[src/rtl/clock_pkg.sv]
// rtl/clock_pkg.sv - shared types and constants for the alarm-clock adjust-mode logic
// Contents: mode_t (RUN/ADJ state encoding), DEFAULT_N_FIELDS (TH, TM, AH, AM).
package clock_pkg;

  typedef enum logic {
    ST_RUN = 1'b0,
    ST_ADJ = 1'b1
  } mode_t;

  localparam int DEFAULT_N_FIELDS = 4;

  // Bit positions of the buttons inside the edge-detector vector.
  localparam int BTN_LEFT   = 0;
  localparam int BTN_RIGHT  = 1;
  localparam int BTN_CENTER = 2;
  localparam int BTN_UP     = 3;
  localparam int BTN_DOWN   = 4;
  localparam int N_BTNS     = 5;

endpackage

[src/rtl/btn_edge_detect.sv]
// rtl/btn_edge_detect.sv - rising-edge detector for a vector of debounced button levels
// Ports: clk, rst_n (async active-low), btn[W-1:0] levels in,
//        rise[W-1:0] one-cycle rising-edge flags out (combinational from btn).
module btn_edge_detect #(
  parameter int W = 5
) (
  input  logic         clk,
  input  logic         rst_n,
  input  logic [W-1:0] btn,
  output logic [W-1:0] rise
);

  logic [W-1:0] btn_q;
  logic         armed_q;

  // armed_q masks the first cycle after reset release, so a button that is
  // already held when reset lifts is absorbed into btn_q without an edge.
  always_ff @(posedge clk or negedge rst_n) begin
    if (!rst_n) begin
      btn_q   <= '0;
      armed_q <= 1'b0;
    end else begin
      btn_q   <= btn;
      armed_q <= 1'b1;
    end
  end

  assign rise = btn & ~btn_q & {W{armed_q}};

endmodule

[src/rtl/adjust_mode_ctrl.sv]
// rtl/adjust_mode_ctrl.sv - RUN/ADJ field selector with inc/dec hold-repeat and inactivity timeout
// Ports: clk, rst_n (async active-low), tick (time-base strobe),
//        btn_left/right/center/up/down (debounced levels),
//        adjust (1 in ADJ), en (one-hot field enable, MSB = field 0), field_idx,
//        inc/dec (one-cycle adjust pulses), timeout_evt (one-cycle auto-return pulse).
module adjust_mode_ctrl
  import clock_pkg::*;
#(
  parameter int N_FIELDS      = DEFAULT_N_FIELDS,
  parameter int TIMEOUT_TICKS = 10,
  parameter int HOLD_TICKS    = 2,
  parameter int IDX_W         = $clog2(N_FIELDS)
) (
  input  logic                clk,
  input  logic                rst_n,
  input  logic                tick,
  input  logic                btn_left,
  input  logic                btn_right,
  input  logic                btn_center,
  input  logic                btn_up,
  input  logic                btn_down,
  output logic                adjust,
  output logic [N_FIELDS-1:0] en,
  output logic [IDX_W-1:0]    field_idx,
  output logic                inc,
  output logic                dec,
  output logic                timeout_evt
);

  localparam int TO_W   = (TIMEOUT_TICKS > 0) ? $clog2(TIMEOUT_TICKS + 1) : 1;
  localparam int HOLD_W = $clog2(HOLD_TICKS + 1);

  localparam logic [IDX_W-1:0]    LAST_IDX  = IDX_W'(N_FIELDS - 1);
  localparam logic [HOLD_W-1:0]   HOLD_MAX  = HOLD_W'(HOLD_TICKS);
  localparam logic [HOLD_W-1:0]   HOLD_LAST = HOLD_W'(HOLD_TICKS - 1);
  localparam logic [TO_W-1:0]     TO_LAST   = (TIMEOUT_TICKS > 0) ? TO_W'(TIMEOUT_TICKS - 1) : '0;
  localparam logic [N_FIELDS-1:0] EN_RST    = {1'b1, {(N_FIELDS-1){1'b0}}};

  logic [N_BTNS-1:0] btn_vec;
  logic [N_BTNS-1:0] rise;

  assign btn_vec = {btn_down, btn_up, btn_center, btn_right, btn_left};

  btn_edge_detect #(
    .W(N_BTNS)
  ) u_edge (
    .clk  (clk),
    .rst_n(rst_n),
    .btn  (btn_vec),
    .rise (rise)
  );

  mode_t               state_q, state_d;
  logic [IDX_W-1:0]    idx_q, idx_d;
  logic [HOLD_W-1:0]   hold_q, hold_d;
  logic [TO_W-1:0]     inact_q, inact_d;
  logic [N_FIELDS-1:0] en_q, en_d;
  logic                adjust_q, adjust_d;
  logic                inc_q, inc_d;
  logic                dec_q, dec_d;
  logic                to_q, to_d;

  logic up_only, dn_only, hold_hit, any_rise, timeout_now;

  assign up_only  = btn_up & ~btn_down;
  assign dn_only  = btn_down & ~btn_up;
  // The tick that takes the hold count to HOLD_TICKS, and every tick after
  // it while saturated, produces a repeat pulse.
  assign hold_hit = tick && (hold_q >= HOLD_LAST);
  assign any_rise = |rise;
  // Any edge or held up/down in this cycle keeps the controller awake, so a
  // button edge on the final tick overrides the timeout.
  assign timeout_now = (TIMEOUT_TICKS > 0) && tick && !any_rise && !btn_up && !btn_down
                       && (inact_q == TO_LAST);

  always_comb begin
    state_d = state_q;
    idx_d   = idx_q;
    hold_d  = hold_q;
    inact_d = inact_q;
    inc_d   = 1'b0;
    dec_d   = 1'b0;
    to_d    = 1'b0;

    case (state_q)
      ST_RUN: begin
        // Counters rest at zero in RUN so entering ADJ starts fresh.
        hold_d  = '0;
        inact_d = '0;
        if (rise[BTN_CENTER]) begin
          state_d = ST_ADJ;
          idx_d   = '0;
        end
      end

      default: begin
        if (up_only || dn_only) begin
          if (tick && (hold_q != HOLD_MAX)) hold_d = hold_q + 1'b1;
        end else begin
          hold_d = '0;
        end
        inc_d = up_only & (rise[BTN_UP]   | hold_hit);
        dec_d = dn_only & (rise[BTN_DOWN] | hold_hit);

        if (any_rise || btn_up || btn_down) begin
          inact_d = '0;
        end else if (tick && (TIMEOUT_TICKS > 0)) begin
          inact_d = inact_q + 1'b1;
        end

        if (rise[BTN_RIGHT]) begin
          idx_d = (idx_q == LAST_IDX) ? '0 : idx_q + 1'b1;
        end else if (rise[BTN_LEFT]) begin
          idx_d = (idx_q == '0) ? LAST_IDX : idx_q - 1'b1;
        end else if (rise[BTN_CENTER] || timeout_now) begin
          state_d = ST_RUN;
          idx_d   = '0;
          inc_d   = 1'b0;
          dec_d   = 1'b0;
          hold_d  = '0;
          inact_d = '0;
          to_d    = timeout_now;
        end
      end
    endcase
  end

  always_comb begin
    en_d     = '0;
    adjust_d = (state_d == ST_ADJ);
    if (state_d == ST_ADJ) en_d[LAST_IDX - idx_d] = 1'b1;
  end

  always_ff @(posedge clk or negedge rst_n) begin
    if (!rst_n) begin
      state_q  <= ST_ADJ;
      idx_q    <= '0;
      hold_q   <= '0;
      inact_q  <= '0;
      en_q     <= EN_RST;
      adjust_q <= 1'b1;
      inc_q    <= 1'b0;
      dec_q    <= 1'b0;
      to_q     <= 1'b0;
    end else begin
      state_q  <= state_d;
      idx_q    <= idx_d;
      hold_q   <= hold_d;
      inact_q  <= inact_d;
      en_q     <= en_d;
      adjust_q <= adjust_d;
      inc_q    <= inc_d;
      dec_q    <= dec_d;
      to_q     <= to_d;
    end
  end

  assign adjust      = adjust_q;
  assign en          = en_q;
  assign field_idx   = idx_q;
  assign inc         = inc_q;
  assign dec         = dec_q;
  assign timeout_evt = to_q;

endmodule

[config.mk]
export PLATFORM = sky130hd
export DESIGN_NAME = adjust_mode_ctrl
export DESIGN_NICKNAME = d
export VERILOG_FILES = /design/src/rtl/clock_pkg.sv /design/src/rtl/btn_edge_detect.sv /design/src/rtl/adjust_mode_ctrl.sv
export SDC_FILE = /design/constraint.sdc
export NUM_CORES = 1
export LEC_CHECK = 0
export CAP_MARGIN = 20
export CORE_ASPECT_RATIO = 0.75
export CORE_MARGIN = 10
export CORE_UTILIZATION = 46
export CTS_CLUSTER_DIAMETER = 50
export CTS_CLUSTER_SIZE = 20
export DETAILED_ROUTE_END_ITERATION = 16
export PLACE_DENSITY = 0.76
export SLEW_MARGIN = 25
export SYNTH_ARGS = -nofsm -noshare
export SYNTH_HDL_FRONTEND = slang
export SYNTH_SLANG_ARGS = --single-unit
export TNS_END_PERCENT = 5
[constraint.sdc]
create_clock -name clk -period 1.5 [get_ports clk]
set_input_delay 0.3 -clock clk [delete_from_list [all_inputs] [get_ports clk]]
set_output_delay 0.3 -clock clk [all_outputs]
set_load 0.1 [all_outputs]
==> impl_metrics.sql <==
INSERT INTO impl_metrics (metric_group, metric, value, unit) VALUES
('worst_setup_path', 'crit_required', '1700', 'ps'),
('logic_synthesis', 'synth_edf_count', '0', ''),
('worst_setup_path', 'cp_top_family', 'compound AO/OA/AOI/OAI gates', ''),
('timing', 'setup_slack', '-114', 'ps'),
('floorplanning', 'die_area', '0.00475', 'mm2'),
('floorplanning', 'std_cell_rows', '15', ''),
('clock_tree', 'ctsRootBufferMaster', 'clkbuf_4', ''),
('placed_design', 'gp_congestion', '0.930', ''),
('clock_tree', 'cts_made_buffers', '3', ''),
('timing', 'finalSetupViolCount', '10', ''),
('clock_tree', 'clk_pin_slew_worst_paths', '110', 'ps'),
('logic_synthesis', 'mean_instance_size_in_the_synthesized_netlist', '10.8', 'um2'),
('worst_setup_path', 'slowest_stage', 'dfrtp_1', ''),
('worst_setup_path', 'worst_path_largest_cell_delay', '400', 'ps'),
('placed_design', 'dp.final_hpwl', '1880', 'um'),
('floorplanning', 'io-pin-count', '18', ''),
('logic_synthesis', 'number_of_nets_produced_by_synthesis', '117', ''),
('worst_setup_path', 'worstPathMaxFanout', '3', ''),
('placed_design', 'io_buffers', '17', ''),
('layout', 'final_net_count', '154', ''),
('global_route', 'grt_antenna_before_repair', '0', ''),
('drt', 'post_detailed_routing_wire_length', '2440', 'um'),
('floorplanning', 'initial_utilization', '0.478', ''),
('clock_tree', 'clk-insertion-delay-late', '300', 'ps'),
('global_route', 'grt_pass1_wl', '4130', 'um'),
('logic_synthesis', 'synthDistinctLibCells', '34', ''),
('floorplanning', 'placeableCoreArea', '0.00229', 'mm2'),
('drt', 'firstDrtPassIters', '4', ''),
('global_route', 'grt_start_max_net_pins', '23', ''),
('global_route', 'grt_pass1_vias', '878', ''),
('layout', 'final_cells', '171', ''),
('logic_synthesis', 'async_set_or_reset_register_ratio_after_synthesis', '1.00', ''),
('floorplanning', 'die-height', '62.3', 'um'),
('timing', 'finalCriticalPeriod', '1610', 'ps'),
('drt', 'avgRoutedWirePerCell', '14.2', 'um'),
('worst_setup_path', 'critical_path.cell_chain', 'inv_1, ha_2, nand4b_4, buf_6, o31ai_4, a211oi_2, o21ai_2, a21boi_2', ''),
('status', 'violations', 'setup timing', ''),
('drt', 'drc', '0', ''),
('timing', 'hold-worst-slack', '334', 'ps'),
('placed_design', 'dp_cells', '166', ''),
('logic_synthesis', 'yosys_register_bits', '22', ''),
('timing', 'slew_violations', '0', ''),
('clock_tree', 'tritoncts_clock_tree', 'yes', ''),
('clock_tree', 'cts_sinks', '22', ''),
('logic_synthesis', 'netlist_instances', '101', ''),
('drt', 'detailedRoute.firstIterationViolations', '22', ''),
('timing', 'rsz0062_at_grt', 'yes', ''),
('layout', 'layout_cell_share_with_drive_strength_beyond_1', '0.387', ''),
('timing', 'clock.fmax', '0.620', 'GHz'),
('clock_tree', 'cts_max_path_buffers', '2', ''),
('power', 'power_leakage', '0.000729', 'uW'),
('worst_setup_path', 'worstSetupEndpointType', 'register', ''),
('layout', 'flow.area_growth_from_synthesis', '49.1', '%'),
('flow_run', 'maxCapViolCount', '0', ''),
('timing', 'fin_skew', '2.08', 'ps'),
('logic_synthesis', 'yosys_warnings', '0', ''),
('global_route', 'grtUsageTotal', '0.105', ''),
('power', 'maximum_resistive_drop_on_vdd', '0.681', 'mV'),
('clock_tree', 'ctsHtreeMaxLevel', '1', ''),
('timing', 'final-hold-violation-count', '0', ''),
('logic_synthesis', 'syn_area', '0.00109', 'mm2'),
('floorplanning', 'die_w', '76.3', 'um'),
('worst_setup_path', 'timing.reg2reg.setup_slack', '-110', 'ps'),
('logic_synthesis', 'synth_ff_type', 'dfrtp_1', ''),
('drt', 'vias_per_cell', '4.95', ''),
('drt', 'detailroute.via_count', '846', ''),
('power', 'total_power', '2250', 'uW'),
('power', 'power.density_cell_area', '1380', 'mW/mm2'),
('global_route', 'globalRoute.totalOverflow', '0', ''),
('worst_setup_path', 'crit_buf_inv', '2', ''),
('worst_setup_path', 'timing_worst_setup_path_type', 'reg2reg', ''),
('drt', 'final_antenna_net_count', '0', ''),
('worst_setup_path', 'start_kind', 'register', ''),
('layout', 'antenna-diode-count', '0', ''),
('hold_path', 'min_path_type', 'in2async', ''),
('logic_synthesis', 'seq_area_frac_synth', '0.505', ''),
('status', 'status', 'finished, violations left', ''),
('worst_setup_path', 'endpoint_arrival_time_on_the_critical_path', '1810', 'ps'),
('timing', 'share_of_the_cycle_needed_by_the_critical_path_after_routing', '1.08', '');
per-stage QoR:
stage / cell area (um2) / setup WS (ps) / TNS (ps) / util
5_1_grt: 1630 / -180 / -1660 / 0.713
6_report: 1630 / -114 / -808 / 0.713
3_3_place_gp: 1530 / -387 / -4500 / 0.669
3_5_place_dp: 1530 / -436 / -5190 / 0.669
4_1_cts: 1600 / -88.8 / -523 / 0.698
2_1_floorplan: 1120 / -113 / -291 / -
final timing paths:
kind | start | end | cells past startpoint
setup / recovery | inact_q[1] | en[1] | 8
hold / removal | rst_n | dec | 2
setup reg to reg | inact_q[1] | en[1] | 8
hold reg to reg | hold_q[0] | hold_q[0] | 2
max in group asynchronous | rst_n | en[3] | 2
min in group clk | btn_left | u_edge.btn_q[0] | 1
cells by family (layout without fill, tap and decap cells):
kind of cell | count (synthesis) | after routing | share of synthesized area
flops | 22 | 22 | 0.505
xor+xnor | 5 | 5 | 0.0400
simple gates | 40 | 40 | 0.218
fa+ha+maj | 8 | 8 | 0.0914
compound gates | 16 | 16 | 0.104
other cells | 1 | 1 | 0.00343
buf+inv | 9 | 45 | 0.0377
layout by cell type (no fill, tap or decap), types with 2 or more instances in the layout:
cell	count
o21ai_2	2
xor2_1	3
nor2b_1	3
inv_1	7
buf_12	10
clkdlybuf4s50_1	7
nor2_1	7
clkbuf_4	3
nand2_1	8
dfrtp_4	2
nand3b_1	4
a21oi_1	2
xnor2_1	2
nor2_2	2
nor3_2	3
ha_1	6
nor3_1	2
nand4_1	2
dfrtp_1	18
buf_4	15
synth_stat cells (3+ instances only):
cell      count  area (um2)
dfrtp_1      20         500
nand3b_1      4        30.0
ha_1          8         100
nor2b_1       3        18.8
nor2_1        9        33.8
inv_1         8        30.0
nand2_1      10        37.5
nor3_1        4        20.0
xor2_1        3        26.3
worst register-to-register path, cell delays in order, from the launching register on:
cell and delay (ps):
dfrtp_1 400, inv_1 70, ha_2 190, nand4b_4 120, buf_6 150, o31ai_4 290, a211oi_2 130, o21ai_2 90
a21boi_2 70
metal layers:
metal	wire (um)	track usage
met3	112	0.0388
met1	1090	0.116
met5	0	0
met2	1210	0.181
met4	22	0.0324
cell type report:
cell class	instances	area (um2)
repair buffers	33	394
fillers	156	657
clock buffers	4	26.3
flip-flops and latches	22	564
inverters	8	30.0
multi-input cells	70	576
well taps	34	42.5
registers in the layout, summed over array words and instances (netlist names):
signal,flops
u_edge.btn_q,5
en,4
inact_q,4
field_idx,2
hold_q,2
adjust,1
dec,1
inc,1
timeout_evt,1
u_edge.armed_q,1
what timing repair did:
item | CTS | global route
hold buffers | 0 | 0
endpoints found under the setup margin | 12 | 14
pin swaps | 5 | 3
resized for setup | 7 | 9
buffers inserted | 1 | 0
cloned | 0 | 0
power breakdown:
part	internal [uW]	switching, uW	leakage (uW)
Combinational	460	735	0.000433
Sequential	703	88.4	0.000280
Clock	104	166	0.0000150
No activity file was read; power rests on OpenSTA's default activity.
